--- src/rtl/event_encoder_8_to_3.sv ---
// Event encoder: collects up to eight request bits into a pending register and
// presents them one at a time as a 3-bit binary code, lowest or highest index
// first, with a valid/ready handshake towards the consumer.
//
// Handshake: Valid=1 means Code_Out names a pending event. A transfer happens on
// any rising edge where Valid=1 and Ready=1. Once Valid is high, Code_Out and
// Valid stay unchanged until that transfer. Ready has no effect while Valid=0.
module event_encoder_8_to_3 #(
    parameter int LOW_FIRST = 1
) (
    input  logic       clk,
    input  logic       rst_n,
    input  logic       Enable,
    input  logic [7:0] Req_In,
    input  logic       Ready,
    output logic [2:0] Code_Out,
    output logic       Valid,
    output logic [7:0] Pending,
    output logic       Overflow,
    output logic       o_dbg_state
);

    typedef enum logic {
        ST_IDLE = 1'b0,
        ST_SEND = 1'b1
    } state_t;

    state_t     r_state;
    state_t     w_state_next;
    logic [2:0] r_code;
    logic [2:0] w_code_next;
    logic [7:0] r_pend;
    logic       r_ovf;

    logic       w_handshake;
    logic [7:0] w_clear;
    logic [7:0] w_req;
    logic [7:0] w_remain;
    logic [7:0] w_pend_next;
    logic       w_ovf_next;

    // Priority encoder; the scan order makes the winning index the lowest
    // (LOW_FIRST != 0) or the highest set bit.
    function automatic logic [2:0] f_prio(input logic [7:0] v);
        logic [2:0] idx;
        idx = 3'd0;
        if (LOW_FIRST != 0) begin
            for (int i = 7; i >= 0; i--) begin
                if (v[i]) idx = 3'(i);
            end
        end else begin
            for (int i = 0; i < 8; i++) begin
                if (v[i]) idx = 3'(i);
            end
        end
        return idx;
    endfunction

    assign w_handshake = (r_state == ST_SEND) && Ready;
    assign w_clear     = w_handshake ? (8'b1 << r_code) : 8'h00;
    assign w_req       = Enable ? Req_In : 8'h00;
    // Events still waiting after this cycle's transfer, before new arrivals.
    assign w_remain    = r_pend & ~w_clear;
    // A new set on a bit being cleared this cycle wins and is not an overflow.
    assign w_pend_next = w_remain | w_req;
    assign w_ovf_next  = |(w_req & w_remain);

    // Next-state and next-code selection for the IDLE/SEND controller.
    always_comb begin
        w_state_next = r_state;
        w_code_next  = r_code;
        case (r_state)
            ST_IDLE: begin
                if (|r_pend) begin
                    w_code_next  = f_prio(r_pend);
                    w_state_next = ST_SEND;
                end
            end
            ST_SEND: begin
                if (w_handshake) begin
                    if (|w_remain) begin
                        w_code_next = f_prio(w_remain);
                    end else begin
                        // Arrivals from this cycle are picked up from IDLE.
                        w_state_next = ST_IDLE;
                    end
                end
            end
            default: begin
                w_state_next = ST_IDLE;
            end
        endcase
    end

    // Controller state register.
    always_ff @(posedge clk or negedge rst_n) begin
        if (!rst_n) begin
            r_state <= ST_IDLE;
        end else begin
            r_state <= w_state_next;
        end
    end

    // Pending vector, presented code and overflow pulse registers.
    always_ff @(posedge clk or negedge rst_n) begin
        if (!rst_n) begin
            r_pend <= 8'h00;
            r_code <= 3'd0;
            r_ovf  <= 1'b0;
        end else begin
            r_pend <= w_pend_next;
            r_code <= w_code_next;
            r_ovf  <= w_ovf_next;
        end
    end

    assign Code_Out    = r_code;
    assign Valid       = (r_state == ST_SEND);
    assign Pending     = r_pend;
    assign Overflow    = r_ovf;
    assign o_dbg_state = r_state;

endmodule

--- config.mk ---
export PLATFORM = sky130hd
export DESIGN_NAME = event_encoder_8_to_3
export DESIGN_NICKNAME = d
export VERILOG_FILES = /design/src/rtl/event_encoder_8_to_3.sv
export SDC_FILE = /design/constraint.sdc
export NUM_CORES = 1
export LEC_CHECK = 0
export CORE_MARGIN = 2
export CORE_UTILIZATION = 48
export CTS_BUF_LIST = sky130_fd_sc_hd__clkbuf_8
export DETAILED_ROUTE_END_ITERATION = 10
export GPL_ROUTABILITY_DRIVEN = 0
export PLACE_DENSITY = 0.85
export RECOVER_POWER = 100
export REMOVE_ABC_BUFFERS = 1
export SLEW_MARGIN = 0
export SYNTH_ARGS = -nofsm -noshare
export SYNTH_HDL_FRONTEND = slang
export SYNTH_SLANG_ARGS = --single-unit
export TNS_END_PERCENT = 5
--- constraint.sdc ---
create_clock -name clk -period 2.2 [get_ports clk]
set_clock_uncertainty 0.2 [all_clocks]
set_input_delay 0.55 -clock clk [delete_from_list [all_inputs] [get_ports clk]]
set_output_delay 0.55 -clock clk [all_outputs]
set_load 0.01 [all_outputs]
==> metrics <==
outcome finished clean; most frequent cells after synthesis nand2_1 (15), dfrtp_1 (13), nor2_1 (6); first-pass GRT wire length about 3700 um; GRT Total Usage 0.255; register area share after synthesis 0.381; largest net degree at the start of global routing 14; dpl cells ~160; worst-path fanout max 9; dominant cell by count in the synthesized netlist nand2_1; hold crit path type reg -> reg; Syn. warnings 0; Synth top area share 0.381; Tot Pwr 1.20 mW; Final Util 0.755; critical path class reg -> out; chip height 46.2 um; Yosys reg bits 13; non-filler cells, final 163; leak pwr 0.526 nW; grt ovf 0; dominant cell type by area after synthesis dfrtp_1; VDD IR-drop max 0.708 mV; Max clock buf depth 2; layout cell share with drive strength beyond 1 0.232; WL/cell between 10 and 15 um; count of flip-flops with a built-in enable after synthesis 0; area of the die 2130 sq um; fin crit share 0.973; DP HPWL 1840 um; Rel. slew slack 0.597; # Max-Cap Violations 0; via count of the routed design 883; largest stage delay on the critical path approximately 540 ps; I/O Buffers 25; RSZ-0062 raised after global routing no; Ant. Diodes 0; CP Launch Type flop; Pwr Density roughly 930 nW/um^2; TritonCTS Buffers 3; Core Region 1710 sq um; hold depth 2; Reg clk slew, reported paths 60 ps; drt pass-1 iters 4; P&R area growth vs syn 51.0%; DR iter-0 viols 14; worst reg2reg path endpoint Code_Out[1]; cell count after synthesis 93; H-tree Lvls 1; Hold Vio Cnt, Final 0; dominant synthesized flop cell dfrtp_1; syn_area_per_cell 9.18 sq um; nature of the critical path endpoint primary output; initial antenna violation count 0; number of vias per cell 5.42; library cells used by synthesis 39; hold path start Code_Out[2]; FF+latch area 327 sq um; Starting Density 0.500; antenna-violating nets left 0; Reg-to-Reg Start Code_Out[1]; cell area after synthesis 853 sq um; FILL cells 124; min Tclk post-route ~2100 ps; Achievable Freq 0.467 GHz; total wire length around 2400 um; Synth area leaders dfrtp_1 (38%), nand2_1 (6.6%), a21boi_2 (2.6%), a22oi_1 (2.6%), mux2_1 (2.6%); Worst-Margin Slew 603 ps; Worst Path Required 1450 ps; I/O pin count 26; max-slew violation count 0; final setup vio count 0; R2R depth 6; clock sink count 13; Root Driver clkbuf_8; CTS tree yes; Synth async-reset ratio 1.00; area of the multi-input gates 490 sq um; Worst Hold Endpoint Code_Out[2]; residual DRC count 0; Worst Path Arrival ~1400 ps; nets 151; CP max stage cell clkdlybuf4s50_1; Worst-Skew Late Latency 250 ps; worst-path cell chain buf_4 -> clkdlybuf4s50_1; WHS around 440 ps; # rows 15; worst reg-to-reg setup slack 130 ps; DIE WIDTH 46.2 um; vias in the first global route 826
-- flip-flops by register name, summed over array words and instances, names as in the netlist --
register and flops:
Overflow 1, Pending 8, Code_Out 3, Valid 1
-- worst max-delay path by stage --
stage          cells past startpoint        start           to  slack [ps]
6_report                           2        Valid  o_dbg_state          60
3_5_place_dp                       7        Ready  Code_Out[1]        -430
5_1_grt                            7  Code_Out[1]  Code_Out[0]           1
4_1_cts                            2        Valid  o_dbg_state          60
2_1_floorplan                      6        Valid  Code_Out[0]         200
3_3_place_gp                       7        Ready  Code_Out[1]        -360
-- layout by cell type, fill, tap and decap left out, types with 2 or more instances in the layout --
master           count
clkbuf_1             3
clkbuf_4             2
nor2b_1              2
clkdlybuf4s50_1     15
a21oi_1              4
nand2_1             15
clkbuf_8             3
inv_1                6
buf_4               14
o21ai_0              3
nor2_2               2
o21a_1               3
mux2_1               2
nor3_1               2
dlygate4sd3_1        9
nor2_1               6
nand2b_1             3
a21o_1               2
a22oi_1              3
o31ai_1              2
dfrtp_1             12
a21boi_2             2
-- layer usage --
metal  GRT usage  up-vias  part of all wire
li1            -      433                 -
met1       0.305      420              0.44
met2       0.433       26              0.50
met3      0.0392        4             0.048
met4       0.131        0             0.013
met5           0        -                 0
-- power breakdown --
group	internal [mW]	total (mW)	leakage (nW)	switching, mW
sequential	0.299	0.408	0.136	0.109
clock	0.124	0.214	0.0269	0.0903
combinational	0.323	0.578	0.364	0.255
total	0.745	1.20	0.526	0.454
-- logic make-up (layout without fill, tap and decap cells) --
family / count (synthesis) / count (layout) / share of synthesized area
AND/OR/NAND/NOR: 39 / 39 / 0.262
AO/OA/AOI/OAI: 31 / 31 / 0.286
flip-flops: 13 / 13 / 0.381
buffers and inverters: 8 / 53 / 0.0440
multiplexers: 2 / 2 / 0.0264
-- timing repair --
| item | 4_1_cts | 5_1_grt |
|---|---|---|
| endpoints found under the setup margin | 5 | 2 |
| setup buffers | 0 | 0 |
| gates resized for setup | 2 | 2 |
| pin swaps | 0 | 1 |
| hold buffers | 0 | 0 |
-- final cells by class --
type / instances / area share
sequential: 13 / 0.253
multi-input combinational: 72 / 0.381
timing repair buffer: 44 / 0.292
clock inverter: 1 / 0.00291
clock buffer: 3 / 0.0320
tap: 25 / 0.0243
inverter: 5 / 0.0146
-- per-stage QoR --
| step | instance area (sq um) | TNS (ps) | worst slack [ps] |
|---|---|---|---|
| after floorplan | 835 | 0 | 198 |
| after global placement | 1260 | -1160 | -363 |
| after detailed placement | 1260 | -1380 | -431 |
| after CTS | 1300 | 0 | 57.5 |
| after global routing | 1290 | 0 | 1.21 |
| final | 1290 | 0 | 59.0 |
-- critical path: cells and delay by family (launching register included) --
| kind | cells | cell delay (ps) |
|---|---|---|
| buf+inv | 2 | 690 |
| flops | 1 | 460 |
Power figures use the tool's default switching activity.
